[src/rtl/pid_filter.sv]
// pid_filter -- velocity-form discrete PID stage.
//
// Computes u[n] = sat(u[n-1] + k1*e[n] + k2*e[n-1] + k3*e[n-2]) for each
// accepted sample, where e = setpoint - x. The coefficients are derived from
// the active gain registers:
//   k1 = p + i + d,   k2 = -p - 2d,   k3 = d.
// Frontpanel parameters are staged in shadow registers and promoted to the
// active set only while idle. This keeps every output built from a single
// parameter set.
//
// Ports:
//   clk_in          system clock
//   reset_in        synchronous active-high reset (datapath, FSM and params)
//   data_in         signed sample from the oversample filter
//   data_valid_in   one-cycle sample strobe; ignored while busy
//   setpoint_in     signed setpoint (frontpanel)
//   p/i/d_coef_in   signed gains (frontpanel)
//   activate_in     channel enable; low clears history, keeps parameters
//   update_en_in    qualifies update_in
//   update_in       pulse: capture frontpanel values into the shadows
//   data_out        signed PID output u, held between updates
//   data_valid_out  one-cycle pulse when data_out is new
//
// state    | meaning
// ---------+------------------------------------------------------------
// ST_IDLE  | waiting for a sample; the only state where params may change
// ST_ERR   | form e0 = setpoint - x and shift the error history
// ST_PROD  | register the three coefficient * error products
// ST_SUM   | accumulate the products into u with saturation
// ST_SEND  | present data_valid_out for one cycle
module pid_filter #(
  parameter int W_DATA = 18,
  parameter int W_EP   = 16,
  parameter int W_OUT  = 48,
  parameter logic signed [W_EP-1:0] SETP_INIT = '0,
  parameter logic signed [W_EP-1:0] P_INIT    = '0,
  parameter logic signed [W_EP-1:0] I_INIT    = '0,
  parameter logic signed [W_EP-1:0] D_INIT    = '0
) (
  input  logic                     clk_in,
  input  logic                     reset_in,
  input  logic signed [W_DATA-1:0] data_in,
  input  logic                     data_valid_in,
  input  logic signed [W_EP-1:0]   setpoint_in,
  input  logic signed [W_EP-1:0]   p_coef_in,
  input  logic signed [W_EP-1:0]   i_coef_in,
  input  logic signed [W_EP-1:0]   d_coef_in,
  input  logic                     activate_in,
  input  logic                     update_en_in,
  input  logic                     update_in,
  output logic signed [W_OUT-1:0]  data_out,
  output logic                     data_valid_out
);

  localparam int W_E = W_DATA + 1;
  localparam int W_K = W_EP + 3;
  localparam int W_P = W_DATA + W_EP + 4;
  // The sum is kept two bits wider than the larger of u and a product so
  // that adding u and three products can never wrap before saturation,
  // even when the output is configured narrower than a product.
  localparam int W_S = ((W_OUT > W_P) ? W_OUT : W_P) + 2;

  localparam logic signed [W_S-1:0] U_MAX =
    {{(W_S-W_OUT+1){1'b0}}, {(W_OUT-1){1'b1}}};
  localparam logic signed [W_S-1:0] U_MIN =
    {{(W_S-W_OUT+1){1'b1}}, {(W_OUT-1){1'b0}}};

  typedef enum logic [2:0] {
    ST_IDLE = 3'd0,
    ST_ERR  = 3'd1,
    ST_PROD = 3'd2,
    ST_SUM  = 3'd3,
    ST_SEND = 3'd4
  } state_t;

  state_t state, state_next;

  logic pid_clear;
  logic accept;
  logic apply_params;

  logic signed [W_EP-1:0] setp_act, p_act, i_act, d_act;
  logic signed [W_EP-1:0] setp_shd, p_shd, i_shd, d_shd;
  logic                   pending;

  logic signed [W_K-1:0] p_ext, i_ext, d_ext;
  logic signed [W_K-1:0] k1, k2, k3;

  logic signed [W_DATA-1:0] x;
  logic signed [W_E-1:0]    e0, e1, e2;
  logic signed [W_E-1:0]    setp_e, x_e;
  logic signed [W_P-1:0]    prod1, prod2, prod3;
  logic signed [W_S-1:0]    sum;
  logic signed [W_OUT-1:0]  u, u_sat;

  assign pid_clear    = reset_in | ~activate_in;
  assign accept       = (state == ST_IDLE) && data_valid_in && !pid_clear;
  assign apply_params = pending && (state == ST_IDLE) && !accept;

  // ---------------- FSM ----------------
  always_ff @(posedge clk_in) begin
    if (pid_clear) state <= ST_IDLE;
    else           state <= state_next;
  end

  always_comb begin
    state_next = state;
    case (state)
      ST_IDLE: if (data_valid_in) state_next = ST_ERR;
      ST_ERR:  state_next = ST_PROD;
      ST_PROD: state_next = ST_SUM;
      ST_SUM:  state_next = ST_SEND;
      ST_SEND: state_next = ST_IDLE;
      default: state_next = ST_IDLE;
    endcase
  end

  // ---------------- parameter registers ----------------
  always_ff @(posedge clk_in) begin
    if (reset_in) begin
      setp_act <= SETP_INIT;
      p_act    <= P_INIT;
      i_act    <= I_INIT;
      d_act    <= D_INIT;
      setp_shd <= SETP_INIT;
      p_shd    <= P_INIT;
      i_shd    <= I_INIT;
      d_shd    <= D_INIT;
      pending  <= 1'b0;
    end else begin
      if (apply_params) begin
        setp_act <= setp_shd;
        p_act    <= p_shd;
        i_act    <= i_shd;
        d_act    <= d_shd;
        pending  <= 1'b0;
      end
      // A fresh update wins over a promotion in the same cycle: the old
      // shadows move to active and the new ones stay pending.
      if (update_in && update_en_in) begin
        setp_shd <= setpoint_in;
        p_shd    <= p_coef_in;
        i_shd    <= i_coef_in;
        d_shd    <= d_coef_in;
        pending  <= 1'b1;
      end
    end
  end

  // ---------------- coefficients ----------------
  always_comb begin
    p_ext = {{3{p_act[W_EP-1]}}, p_act};
    i_ext = {{3{i_act[W_EP-1]}}, i_act};
    d_ext = {{3{d_act[W_EP-1]}}, d_act};
    k1    = p_ext + i_ext + d_ext;
    k2    = -p_ext - (d_ext <<< 1);
    k3    = d_ext;
  end

  // ---------------- datapath ----------------
  always_comb begin
    setp_e = {{(W_E-W_EP){setp_act[W_EP-1]}}, setp_act};
    x_e    = {x[W_DATA-1], x};
    sum    = W_S'(u) + W_S'(prod1) + W_S'(prod2) + W_S'(prod3);
    if (sum > U_MAX)      u_sat = U_MAX[W_OUT-1:0];
    else if (sum < U_MIN) u_sat = U_MIN[W_OUT-1:0];
    else                  u_sat = sum[W_OUT-1:0];
  end

  always_ff @(posedge clk_in) begin
    if (pid_clear) begin
      x     <= '0;
      e0    <= '0;
      e1    <= '0;
      e2    <= '0;
      prod1 <= '0;
      prod2 <= '0;
      prod3 <= '0;
      u     <= '0;
    end else begin
      if (accept) x <= data_in;
      if (state == ST_ERR) begin
        e0 <= setp_e - x_e;
        e1 <= e0;
        e2 <= e1;
      end
      if (state == ST_PROD) begin
        prod1 <= W_P'(k1) * W_P'(e0);
        prod2 <= W_P'(k2) * W_P'(e1);
        prod3 <= W_P'(k3) * W_P'(e2);
      end
      if (state == ST_SUM) u <= u_sat;
    end
  end

  // Outputs are forced low combinationally so a clear takes effect in the
  // same cycle it is asserted, not one cycle later.
  assign data_out       = pid_clear ? '0 : u;
  assign data_valid_out = (state == ST_SEND) && !pid_clear;

endmodule

[config.mk]
export PLATFORM = sky130hd
export DESIGN_NAME = pid_filter
export DESIGN_NICKNAME = d
export VERILOG_FILES = /design/src/rtl/pid_filter.sv
export SDC_FILE = /design/constraint.sdc
export NUM_CORES = 2
export LEC_CHECK = 0
export ABC_AREA = 0
export BUFFER_PORTS_ARGS = -buffer_cell sky130_fd_sc_hd__buf_2
export CORE_MARGIN = 1.5
export CORE_UTILIZATION = 30
export DETAILED_ROUTE_END_ITERATION = 12
export RECOVER_POWER = 25
export REMOVE_ABC_BUFFERS = 1
export SYNTH_ARGS = -nofsm -noshare
export SYNTH_HDL_FRONTEND = slang
export SYNTH_SLANG_ARGS = --single-unit
export TNS_END_PERCENT = 20
[constraint.sdc]
create_clock -name clk_in -period 22.9 [get_ports clk_in]
set_input_delay 4.58 -clock clk_in [delete_from_list [all_inputs] [get_ports clk_in]]
set_output_delay 4.58 -clock clk_in [all_outputs]
set_load 0.05 [all_outputs]
# Word-level counts from Yosys, hierarchy flattened
# Cells that the tools add are included.
dict set report word_totals {
  in_bits 88
  elab_cells 55
  output_inout_bits 49
  ff_bits 365
}
dict set report op_classes {
  mul 3
  n_reduce_logical 10
  n_eq_ne 5
  mux 7
  n_addsub 8
  bitwise_logic 2
  magnitude_cmp 2
}
# operator count
set ops {}
lappend ops {{48-bit 2-to-1 mux} 3}
lappend ops {{49-bit by 38-bit adder with 50-bit output} 1}
lappend ops {{50-bit by 35-bit adder with 50-bit output} 1}
lappend ops {{50-bit by 48-bit greater-than comparator with 1-bit output, second input constant} 1}
lappend ops {{50-bit by 48-bit less-than comparator with 1-bit output, second input constant} 1}
lappend ops {{48-bit by 37-bit adder with 49-bit output} 1}
lappend ops {{19-bit by 19-bit multiplier with 38-bit output} 1}
lappend ops {{18-bit by 19-bit multiplier with 37-bit output} 1}
lappend ops {{16-bit by 19-bit multiplier with 35-bit output} 1}
lappend ops {{16-bit negator with 19-bit output} 1}
lappend ops {{16-bit by 18-bit subtractor with 19-bit output} 1}
lappend ops {{19-bit by 17-bit subtractor with 19-bit output} 1}
lappend ops {{17-bit by 16-bit adder with 18-bit output} 1}
lappend ops {{16-bit by 16-bit adder with 17-bit output} 1}
lappend ops {{3-bit one-hot mux with 4 select lines} 1}
lappend ops {{3-bit by 2-bit equality test with 1-bit output, second input constant} 2}
lappend ops {{1-bit logical AND} 6}
lappend ops {{3-bit by 1-bit equality test with 1-bit output, second input constant} 1}
lappend ops {{3-bit equality test, second input constant} 1}
lappend ops {{3-bit zero test} 1}
lappend ops {{3-bit 2-to-1 mux} 1}
lappend ops {{1-bit zero test} 2}
lappend ops {{1-bit 2-to-1 mux} 2}
lappend ops {{2-bit != test, second input constant} 1}
lappend ops {{other kinds (3)} 3}

# Longest topological paths before layout
dict set report depth {
  depth_word 8
  depth_mapped 41
  mapped_depth_nobuf 40
}

# Worst setup path after synthesis
# No wires, ideal clock.
dict set report synth_timing {
  kind {input-to-output}
  startpoint {input reset_in}
  endpoint {output data_valid_out}
  t_arrival_ps 6693
  slack_ps 11627
  required_time_ps 18320
  cell_stages 4
  path_cell_list {nand2b_1 clkbuf_1 clkbuf_1 nor4b_1}
}
dict set report synth_between {
  elab_chain_len 3
}
# element line
set synth_lines {}
lappend synth_lines {{from (decl)} 41} ;# input logic reset_in,
lappend synth_lines {{1-bit OR} 96} ;# assign pid_clear = reset_in | ~activate_in;
lappend synth_lines {{1-bit zero test} 199} ;# assign data_valid_out = (state == ST_SEND) && !pid_clear;
lappend synth_lines {{1-bit logical AND} 199}
lappend synth_lines {{to (decl)} 52} ;# output logic data_valid_out
# Every way passes these cells.

# Worst setup path after layout
dict set report layout_timing {
  startpoint {input reset_in}
  endpoint {output data_out[1]}
}
dict set report layout_between {
  elab_chain_len 2
}
# element line
set layout_lines {}
lappend layout_lines {{1-bit OR} 96}
lappend layout_lines {{48-bit 2-to-1 mux} 198} ;# assign data_out = pid_clear ? '0 : u;
lappend layout_lines {{to (decl)} 51} ;# output logic signed [W_OUT-1:0] data_out,
# Every way passes these cells.

==> results.cfg <==
[synthesis]
ys_seq_area_share_pct = 12.8
synth.distinct_cells = 78
synthCells = 6512
synth_area_per_cell_um2 = 8.77
async_reset_ff_share_pct = 0
synth_flop_cell = dfxtp_1
synth_edf_count = 0
synth.cell_area_um2 = 57100
synth_warnings = 0
synth-seq-cells = 365

[clock_tree]
clock-sinks = 365
htree_levels = 2
clkTransAtPathRegs_ps = 50
cts_tree = done
holdBufCountCts = 0
clk_latency_ps = 630
cts_buffer_depth = 3
ctsResizeCount = 0
cts_made_buffers = 45
post_cts_buffers = 0
cts-root-buf = clkbuf_16

[placement]
place_inst = 8930
place_hpwl_um = 138000
dpl_worst_slack_ps = 12110
place_congestion = 0.928
placed_area_um2 = 60500
io_buffers = 136

[sta]
hold_violations = 0
holdWs_ps = 450
relSlewSlack_pct = -164
clock.fmax_ghz = 0.0772
slew_violations = 326
tns_ps = 0
rsz0062_at_grt = false
tightest_slew_ps = 3960
fin_ws_ps = 9950
finalSetupViolCount = 0
min_period_over_period_pct = 56.5
clock-skew-final_ps = 35.7
post-route-min-period_ps = 12950

[pwr]
leakage_nw = 28.5
peakVddDrop_mv = 0.0620
power.density_nw_per_um2 = 26.9
power_mw = 1.67

[final_layout]
area_growth_pct = 8.68
final_util_pct = 33.0
register_area_um2 = 7310
fin_area_um2 = 62100
nets = 8105
layout.cells.non_filler = 9017
layout-drive-gt1-share_pct = 6.03
multi_input_comb_area_um2 = 44200
final_common_cell = nand2_1
fillers = 19600
final_cell_mix = nand2_1 (1207), inv_1 (1188), fa_1 (1123), a21oi_1 (421), ha_1 (412)

[critical_path]
max_stage_delay_ps = 2190
cp.required_ps = 18320
cpMostUsedCell = clkbuf_1
path_max_fanout = 65
timing.critical_path.cells = clkbuf_1 -> nor2b_4 -> clkbuf_1 -> and2_1 -> buf_2
crit_family = buffers and inverters
startpoint_type = input pin
criticalPathCategory = in2out
critPathSlowestCell = clkbuf_1
cp.arrival_ps = 8370
critPathBufInv = 3
end_kind = output port

[drt]
vias = 43900
wl_per_cell_um = 19.1
ant_nets = 0
post_drt_via_cell_ratio = 4.86
drtPass1Iterations = 6
routed_wl_um = 172000
dr.first_iter.drc_count = 2889
drc = 0

[floorplanning]
dieArea_um2 = 193000
coreArea_um2 = 188000
pin_count = 137
die_y_um = 439
rows = 159
fp.dieW_um = 439
initial_core_util_pct = 30.3

[run_status]
status = complete, but fails checks
violations = capacitance limit, slew limit

[grt]
grt_pass1_wl_um = 268000
grt_max_degree = 81
grt_remaining_overflow = 0
antenna_found_initial = 6
track_usage_pct = 17.9
first_global_vias = 45800

[min_path]
hp-class = reg2reg

[job]
max_cap_viol_count = 5
==> cell type report <==
type / count / area share, %
Inverter: 1188 / 7.18
Clock buffer: 58 / 2.05
Timing Repair Buffer: 230 / 2.20
Tap cell: 2495 / 5.03
Multi-Input combinational cell: 4652 / 71.2
Clock inverter: 26 / 0.516
Sequential cell: 365 / 11.8
Antenna cell: 3 / 0.0121
==> cell families (layout without fill, tap and decap cells) <==
family | count (synthesis) | count (layout) | share of synthesized area (%)
AOI/OAI and AO/OA | 872 | 872 | 9.55
DFF | 365 | 365 | 12.8
muxes | 5 | 5 | 0.0898
xor gates and xnor gates | 186 | 186 | 2.85
other | 0 | 3 | 0
and+or+nand+nor | 2054 | 2054 | 16.4
buffers and inverters | 1495 | 1502 | 9.91
adders and majority gates | 1535 | 1535 | 48.4
==> per-layer routing <==
metal  GRT usage (%)  up-vias  wire length (um)
met4            4.21        2              4560
met2            29.9     1266             81200
met1            24.2    22500             75400
li1                -    19900                 -
met3            2.72      213             10700
met5               0        -                19
==> tightest hold or removal path, cell delays in order (launching register included) <==
cell	delay (ps)
dfxtp_1	310
nand2_1	50
a21oi_1	50
==> final timing paths <==
kind	cells after the start	startpoint	to	slack [ps]
min	2	i_shd[8]$_SDFFE_PP0P_	i_act[8]$_SDFFE_PP0P_	450
max	5	reset_in	data_out[1]	9950
max reg2reg	36	d_act[0]$_SDFFE_PP0P_	prod2[35]$_SDFFE_PP0N_	12220
min reg2reg	2	i_shd[8]$_SDFFE_PP0P_	i_act[8]$_SDFFE_PP0P_	450
==> registers in the layout (all words and copies together), names as in the netlist, 16 cells and up <==
| register | cells |
|---|---|
| p_shd | 16 |
| i_shd | 16 |
| setp_act | 16 |
| prod2 | 38 |
| prod3 | 35 |
| prod1 | 37 |
| e1 | 19 |
| setp_shd | 16 |
| d_shd | 16 |
| e0 | 19 |
| e2 | 19 |
| u | 48 |
| d_act | 16 |
| x | 18 |
| p_act | 16 |
| i_act | 16 |
==> synthesized netlist by cell type (6+ instances only) <==
cell | count | share of area [%]
nor2b_1 | 37 | 0.41
ha_1 | 412 | 9.0
inv_1 | 1188 | 7.8
xnor2_1 | 143 | 2.2
nor2_1 | 164 | 1.1
a21o_1 | 82 | 1.1
a41oi_1 | 7 | 0.11
and2_1 | 391 | 4.3
buf_6 | 6 | 0.12
and3_1 | 16 | 0.18
dfxtp_1 | 365 | 13
and4_1 | 8 | 0.12
or3_1 | 13 | 0.14
nand4_1 | 14 | 0.15
o21a_1 | 22 | 0.29
or2_2 | 12 | 0.13
a31oi_1 | 29 | 0.32
clkbuf_1 | 285 | 1.9
a21boi_0 | 8 | 0.11
o22a_1 | 8 | 0.12
nor3_1 | 29 | 0.25
nand2_1 | 1209 | 7.9
xor2_1 | 43 | 0.66
o211ai_1 | 7 | 0.092
fa_1 | 1123 | 39
o21bai_1 | 20 | 0.26
buf_1 | 10 | 0.066
nand3_1 | 52 | 0.46
nand2b_1 | 79 | 0.87
a211oi_1 | 34 | 0.45
o221ai_1 | 6 | 0.092
buf_2 | 6 | 0.053
a21oi_1 | 421 | 3.7
o21ai_0 | 123 | 1.1
o22ai_2 | 40 | 0.88
==> where the power goes <==
group	internal, mW	switching [mW]
sequential	0.644	0.00808
combinational	0.0650	0.172
clock	0.455	0.328
total	1.16	0.508
No activity file was read; power rests on OpenSTA's default activity.
